--- src/rtl/mux_pkg.sv ---
// Shared types and helpers for the registered N-to-1 round-robin multiplexer.
package mux_pkg;

    typedef enum logic {
        MODE_FIXED = 1'b0,
        MODE_RR    = 1'b1
    } mode_e;

    // Modular increment; wraps at n, not at the next power of two.
    function automatic int unsigned next_idx(input int unsigned idx, input int unsigned n);
        return (idx + 1 >= n) ? 0 : idx + 1;
    endfunction

endpackage

--- src/rtl/rr_picker.sv ---
// Rotating-priority search: first valid channel after last_i, wrapping mod NCH.
module rr_picker
    import mux_pkg::*;
#(
    parameter int unsigned NCH = 4,
    parameter int unsigned SW  = $clog2(NCH)
) (
    input  logic [NCH-1:0] valid_i,
    input  logic [SW-1:0]  last_i,
    output logic           found_o,
    output logic [SW-1:0]  idx_o
);

    always_comb begin
        int unsigned cand;
        logic [SW-1:0] cand_idx;
        found_o  = 1'b0;
        idx_o    = '0;
        cand     = 32'(last_i);
        cand_idx = last_i;
        for (int k = 0; k < NCH; k++) begin
            cand     = next_idx(cand, NCH);
            cand_idx = SW'(cand);
            if (!found_o && valid_i[cand_idx]) begin
                found_o = 1'b1;
                idx_o   = cand_idx;
            end
        end
    end

endmodule

--- src/rtl/mux_nto1_rr.sv ---
// Registered N-to-1 mux with valid/ready handshake, fixed or round-robin selection.
module mux_nto1_rr
    import mux_pkg::*;
#(
    parameter int unsigned DW  = 4,
    parameter int unsigned NCH = 4,
    parameter int unsigned SW  = $clog2(NCH)
) (
    input  logic              clk,
    input  logic              rst_n,
    input  logic [NCH*DW-1:0] in_data,
    input  logic [NCH-1:0]    in_valid,
    output logic [NCH-1:0]    o_ready,
    input  logic              in_mode,
    input  logic [SW-1:0]     in_selector,
    output logic [DW-1:0]     o_result,
    output logic              o_valid,
    output logic [SW-1:0]     o_grant,
    input  logic              in_ready
);

    logic          valid_q,  valid_d;
    logic [DW-1:0] result_q, result_d;
    logic [SW-1:0] grant_q,  grant_d;
    logic [SW-1:0] last_q,   last_d;

    mode_e         mode;
    logic          ld;
    logic          rr_found;
    logic [SW-1:0] rr_idx;
    logic          found;
    logic [SW-1:0] sel;
    logic [DW-1:0] sel_data;
    logic          accept;

    assign mode = mode_e'(in_mode);
    // Register may refill in the same cycle it drains.
    assign ld   = !valid_q || in_ready;

    rr_picker #(
        .NCH (NCH),
        .SW  (SW)
    ) u_rr_picker (
        .valid_i (in_valid),
        .last_i  (last_q),
        .found_o (rr_found),
        .idx_o   (rr_idx)
    );

    always_comb begin
        if (mode == MODE_RR) begin
            found = rr_found;
            sel   = rr_idx;
        end else begin
            found = 32'(in_selector) < NCH;
            sel   = in_selector;
        end
    end

    always_comb begin
        o_ready  = '0;
        sel_data = '0;
        for (int c = 0; c < NCH; c++) begin
            if (sel == SW'(c)) begin
                o_ready[c] = rst_n && ld && found;
                sel_data   = in_data[c*DW +: DW];
            end
        end
    end

    assign accept = |(o_ready & in_valid);

    always_comb begin
        valid_d  = valid_q;
        result_d = result_q;
        grant_d  = grant_q;
        last_d   = last_q;
        if (accept) begin
            valid_d  = 1'b1;
            result_d = sel_data;
            grant_d  = sel;
            last_d   = sel;
        end else if (in_ready) begin
            valid_d = 1'b0;
        end
    end

    always_ff @(posedge clk) begin
        if (!rst_n) begin
            valid_q  <= 1'b0;
            result_q <= '0;
            grant_q  <= '0;
            last_q   <= SW'(NCH - 1);
        end else begin
            valid_q  <= valid_d;
            result_q <= result_d;
            grant_q  <= grant_d;
            last_q   <= last_d;
        end
    end

    assign o_valid  = valid_q;
    assign o_result = result_q;
    assign o_grant  = grant_q;

endmodule

--- config.mk ---
export PLATFORM = sky130hd
export DESIGN_NAME = mux_nto1_rr
export DESIGN_NICKNAME = d
export VERILOG_FILES = /design/src/rtl/mux_pkg.sv /design/src/rtl/rr_picker.sv /design/src/rtl/mux_nto1_rr.sv
export SDC_FILE = /design/constraint.sdc
export NUM_CORES = 1
export LEC_CHECK = 0
export BUFFER_PORTS_ARGS = -buffer_cell sky130_fd_sc_hd__buf_2
export CELL_PAD_IN_SITES_DETAIL_PLACEMENT = 0
export CELL_PAD_IN_SITES_GLOBAL_PLACEMENT = 1
export CORE_MARGIN = 1
export CORE_UTILIZATION = 32
export DETAILED_ROUTE_END_ITERATION = 7
export GPL_ROUTABILITY_DRIVEN = 0
export PLACE_DENSITY_LB_ADDON = 0.1
export SLEW_MARGIN = 20
export SYNTH_ARGS = -nofsm -noshare
export SYNTH_HDL_FRONTEND = slang
export SYNTH_SLANG_ARGS = --single-unit
--- constraint.sdc ---
create_clock -name clk -period 2.8 [get_ports clk]
set_clock_uncertainty 0.2 [all_clocks]
set_input_delay 0.42 -clock clk [delete_from_list [all_inputs] [get_ports clk]]
set_output_delay 0.42 -clock clk [all_outputs]
set_load 0.005 [all_outputs]
After elaboration in Yosys (flattened, before gate mapping):

Cells that the tools add are included.

* output and inout bits: 11
* input port bits: 26
* flip-flop bits (word level): 9
* logic and storage cells: 65

* add/sub/neg operators: 4
* $lt $le $gt $ge: 8
* equal/unequal tests: 3
* reductions and logical operators: 13
* bitwise operators: 1
* multiplexer cells: 32

Operators with widths (number)
* 32-bit by 1-bit adder with 32-bit output (second input constant): 3
* 32-bit by 3-bit greater-or-equal comparator with 1-bit output (second input constant): 3
* 32-bit two-way mux: 3
* 4-bit two-way mux: 4
* 1-bit two-way mux: 15
* 2-bit by 3-bit < comparator with 1-bit output (second input constant): 4
* 2-bit two-way mux: 6
* 1-bit binary-select mux with 2-bit select: 4
* 1-bit logical AND: 5
* 4-bit bitwise AND: 1
* 2-bit equality test (second input constant): 2
* 1-bit logical NOT: 4
* 4-bit OR reduction: 1
* 2-bit by 1-bit adder with 3-bit output (second input constant): 1
* 3-bit greater-or-equal comparator (second input constant): 1
* 2-bit by 1-bit equality test with 1-bit output (second input constant): 1
* 2-bit logical NOT: 1
* 2-bit nonzero test: 1
* 1-bit logical OR: 1

Depth between registers and ports, before layout:

* depth in word-level cells: 22
* depth in mapped cells: 12
* mapped depth without buffers: 9

Modules after synthesis:

A second synthesis with hierarchy kept.

* cells, all modules: 114
* area, all modules: 930.9 µm²

Modules (own cells, without submodules)
* mux_nto1_rr: times used 1, seq. area each 180.2 µm², cells each 61, area each 561.8 µm²
* rr_picker: times used 1, seq. area each 0.0 µm², cells each 53, area each 369.1 µm²

Least setup slack after synthesis:

No wires, ideal clock.

* path type: register -> output
* from: reg last_q[0]
* to: out o_ready[0]
* required time: 2.180 ns
* buffers on the path: 3
* arrival time: 2.418 ns
* slack: -0.238 ns
* cell stages (with the launch flop): 13
* path through: dfxtp_1 > buf_6 > inv_1 > ha_1 > buf_6 > or3_1 > a31o_1 > a31oi_1 > o21ai_1 > a21oi_2 > buf_2 > inv_1 > nor2_1

* cells in the longest elaborated chain, start to end: 19
* elaborated cells on any way between the ends: 39
* those cells by class: 4 x add/sub; 4 x order compare; 23 x mux; 8 x reduce/logical

RTL lines
* start, declared: RTL line mux_nto1_rr.sv:25 `logic [SW-1:0] last_q, last_d;`
* start signal, assigned: RTL line mux_nto1_rr.sv:93 `last_q <= SW'(NCH - 1);`
* start signal, assigned: RTL line mux_nto1_rr.sv:98 `last_q <= last_d;`
* 2-bit by 1-bit adder with 3-bit output (*): RTL line mux_pkg.sv:11 `return (idx + 1 >= n) ? 0 : idx + 1;`
* 3-bit greater-or-equal comparator: RTL line mux_pkg.sv:11
* 32-bit two-way mux (*): RTL line mux_pkg.sv:11
* 32-bit by 1-bit adder with 32-bit output: RTL line mux_pkg.sv:11
* 32-bit by 3-bit greater-or-equal comparator with 1-bit output: RTL line mux_pkg.sv:11
* 32-bit two-way mux: RTL line mux_pkg.sv:11
* 32-bit by 1-bit adder with 32-bit output / 1-bit binary-select mux with 2-bit select (equally long branches): RTL line mux_pkg.sv:11, rr_picker.sv:24
* 32-bit by 3-bit greater-or-equal comparator with 1-bit output / 1-bit two-way mux (equally long branches): RTL line mux_pkg.sv:11, rr_picker.sv:24
* (+3 left out)
* 2-bit two-way mux / 1-bit logical AND (equally long branches): RTL line mux_pkg.sv:11, rr_picker.sv:24
* 1-bit binary-select mux with 2-bit select / 1-bit two-way mux (equally long branches): RTL line rr_picker.sv:24 `if (!found_o && valid_i[cand_idx]) begin`
* 1-bit two-way mux (implied by the code) / 1-bit logical NOT (equally long branches): RTL line rr_picker.sv:24
* 1-bit logical AND: RTL line rr_picker.sv:24
* 2-bit two-way mux / 1-bit two-way mux (equally long branches): RTL line rr_picker.sv:24
* 2-bit two-way mux / 1-bit two-way mux (equally long branches): RTL line mux_nto1_rr.sv:51 `if (mode == MODE_RR) begin`
* 2-bit logical NOT / 1-bit logical AND (equally long branches): RTL line mux_nto1_rr.sv:64, mux_nto1_rr.sv:65
* 1-bit two-way mux (*): RTL line mux_nto1_rr.sv:64 `if (sel == SW'(c)) begin`
* end, declared: RTL line mux_nto1_rr.sv:13 `output logic [NCH-1:0] o_ready,`

Mark *: on every way between the ends. The rest lies on a longest branch, timed or not. The select of a mux whose other input is x is not followed.

Worst setup path in the final report:

* from: reg last_q[0]
* to: out o_ready[3]

* cells in the longest elaborated chain, start to end: 19
* elaborated cells on any way between the ends: 39
* those cells by class: 4 x add/sub; 4 x order compare; 1 x eq/ne; 23 x mux; 7 x reduce/logical

RTL lines (RTL line)
* 2-bit by 1-bit adder with 3-bit output (*): mux_pkg.sv:11
* 3-bit greater-or-equal comparator: mux_pkg.sv:11
* 32-bit two-way mux (*): mux_pkg.sv:11
* 32-bit by 1-bit adder with 32-bit output: mux_pkg.sv:11
* 32-bit by 3-bit greater-or-equal comparator with 1-bit output: mux_pkg.sv:11
* 32-bit two-way mux: mux_pkg.sv:11
* 32-bit by 1-bit adder with 32-bit output / 1-bit binary-select mux with 2-bit select (equally long branches): mux_pkg.sv:11, rr_picker.sv:24
* 32-bit by 3-bit greater-or-equal comparator with 1-bit output / 1-bit two-way mux (equally long branches): mux_pkg.sv:11, rr_picker.sv:24
* (+3 left out)
* 2-bit two-way mux / 1-bit logical AND (equally long branches): mux_pkg.sv:11, rr_picker.sv:24
* 1-bit binary-select mux with 2-bit select / 1-bit two-way mux (equally long branches): rr_picker.sv:24
* 1-bit two-way mux (implied by the code) / 1-bit logical NOT (equally long branches): rr_picker.sv:24
* 1-bit logical AND: rr_picker.sv:24
* 2-bit two-way mux / 1-bit two-way mux (equally long branches): rr_picker.sv:24
* 2-bit two-way mux / 1-bit two-way mux (equally long branches): mux_nto1_rr.sv:51
* 2-bit equality test / 1-bit logical AND (equally long branches): mux_nto1_rr.sv:64, mux_nto1_rr.sv:65
* 1-bit two-way mux (*): mux_nto1_rr.sv:64

Marks and branches as above.

==> run summary <==
Vias in the first global route = 1,200
Slew margin rel. = 0.751
Die extent in y = 59.5 µm
WP data required = 2.18 ns
Simple-Gate Fraction of Synth Area = 0.204
Residual DRC = 0
Commonest non-fill, non-tap cells in the layout = buf_2, buf_4, mux2i_1
Largest family of logic cells by synthesized area = compound AO/OA/AOI/OAI gates
Commonest non-fill, non-tap cell in the layout = buf_2
Commonest register cell after synthesis = dfxtp_1
Syn nets = 158
Num CTS Buffers = 3
Critical-path top delay cell = dfxtp_4
Worst setup EP type = output port
Core area = 3100 µm²
Detail Route Antenna Nets = 0
Hold WS = 0.232 ns
Clock tree buffer depth = 2
Cell Chain, Critical Path = inv_4 -> ha_4 -> mux2_4 -> and2_4 -> o31a_4 -> nor3_4 -> nand2b_4 -> nor2_1 -> buf_2
DP Cell Count = 219
# IOs = 37
Status = complete, but fails checks
Synthesized area = 1060 µm²
Largest net degree at the start of global routing = 11
# diodes = 0
Mux cell area share after synthesis = 0.240
Hold depth = 2
Placed inst area = 1410 µm²
Initial antenna violation count = 0
# rows = 20
CTS clk-pin slew, worst paths = 0.06 ns
Die extent in x = 59.5 µm
Area leader, netlist = dfxtp_1
Final slew viol count = 0
Worst Setup Slack, final = -0.165 ns
Critical-path maximum fanout = 8
Initial core utilization = 0.341
Setup violations, final = 12
Static leakage power = 0.754 nW
# port buffers = 36
CTS root buf = clkbuf_4
DR pass1 iterations = 4
Sink Count = 9
Maximum vdd ir drop = 0.333 mV
Measured slew at the worst slew-check pin = 0.373 ns
Avg WL per Cell = 13.6 µm
Area Growth Syn to Fin = 53.4%
Largest stage delay, worst path = 0.37 ns
Vias/cell = 5.20
CP Class = register to output port
Post-synthesis xor/xnor area fraction = 0
Routed wire length = 3140 µm
MaxCap Viol Count = 0
Util after Layout = 0.523
Final Power = 893 µW
Seq/Total Area, Yosys = 0.170
Worst-Skew Late Latency = 0.26 ns
Synth Area in Compound Gates = 0.250
TritonCTS clock tree = built
Area share of fa/ha/maj cells after synthesis = 0.0710
GRT Util Overall = 0.201
First-pass GRT wire length = 5380 µm
Fin crit period = 2.96 ns
Total gr overflow = 0
Mapped Cells = 126
Dpl hpwl = 2380 µm
Distinct cells, synth = 46
Vias = 1,197
DR iter-0 viols = 43
Fin cells = 230
Htree depth = 1
YS warnings = 0
Die area = 3540 µm²
Final instance area = 1620 µm²
Fmax = 337 MHz
Final hold vios = 0
Failing checks = setup timing
Final Net Count = 219
EDFF count, synth = 0
Unrepaired setup endpoints after global routing = yes
Startpoint Class = register
Worst R2R Path Depth = 10
Share of layout cells above drive strength 1 = 0.543
Synth Area per Inst = 8.39 µm²
Power Dens Cells = 551 nW/µm²
Hold Path Class = input port to register
Final period util = 1.06
Area contributors post-synth = dfxtp_1, mux2i_1, ha_1
Flops & latches, synth = 9
Asr flop ratio synth = 0
Worst EP arrival = 2.34 ns
Area share of the largest cell type after synthesis = 0.170
routing by layer:
| metal | vias up | track usage | share of wire | wire, µm |
|---|---|---|---|---|
| met3 | 2 | 0.0371 | 0.051 | 159 |
| li1 | 596 | - | - | - |
| met1 | 550 | 0.241 | 0.42 | 1330 |
| met2 | 49 | 0.374 | 0.52 | 1640 |
| met4 | 0 | 0.0340 | 0.0045 | 14 |
| met5 | - | 0 | 0 | 0 |
final timing paths:
kind	start	to	slack (ns)
setup reg to reg	last_q[0]$_SDFFE_PN1P_	o_result[1]$_SDFFE_PN0P_	-0.08
hold reg to reg	o_result[2]$_SDFFE_PN0P_	o_result[2]$_SDFFE_PN0P_	0.26
setup / recovery	last_q[0]$_SDFFE_PN1P_	o_ready[3]	-0.16
hold / removal	rst_n	last_q[0]$_SDFFE_PN1P_	0.23
per-stage QoR:
stage | TNS [ns] | setup WS (ns)
after detailed placement | -0.191 | -0.0578
after CTS | -1.03 | -0.154
final | -1.09 | -0.165
after global placement | -0.0747 | -0.0258
after floorplan | 0 | 0.00534
after global routing | -2.85 | -0.272
cells in the mapped netlist (all sizes together), types with 4 or more instances:
library cell,count
a21oi,4
a31oi,4
buf,5
dfxtp,9
ha,6
inv,7
mux2,6
mux2i,16
nand2,13
nand2b,5
nor2,10
o21ai,7
flip-flops by register name, indices dropped and copies added, names as in the netlist:
signal / count
last_q: 2
o_grant: 2
o_result: 4
o_valid: 1
logic make-up (layout without fill, tap and decap cells):
kind of cell / after synthesis / after routing
buffers and inverters: 12 / 72
and+or+nand+nor: 41 / 41
muxes: 23 / 23
adders and majority gates: 6 / 6
AOI/OAI and AO/OA: 35 / 35
DFF: 9 / 9
where the power goes:
part           switching (mW)  internal (mW)
clock network          0.0461         0.0549
registers              0.0169          0.160
logic                   0.294          0.321
cell type report:
class | instances | area (µm²)
Multi-Input combinational cell | 105 | 951
Timing Repair Buffer | 61 | 375
Clock buffer | 4 | 26.3
Inverter | 7 | 28.8
Tap cell | 44 | 55.1
Fill cell | 324 | 1480
Sequential cell | 9 | 185
critical path: cells and delay by family (launching register included):
| family | cells | cell delay [ns] |
|---|---|---|
| compound gates | 1 | 0.34 |
| buf+inv | 2 | 0.18 |
| simple gates | 4 | 0.55 |
| mux | 1 | 0.32 |
| flops | 1 | 0.37 |
| fa+ha+maj | 1 | 0.32 |
repair_timing:
action,4_1_cts,5_1_grt
pin swaps,13,4
gates resized for setup,24,6
gates cloned,0,0
buffers inserted,6,1
endpoints found under the setup margin,12,13
hold buffers,0,0
(Power assumes the default switching activity.)
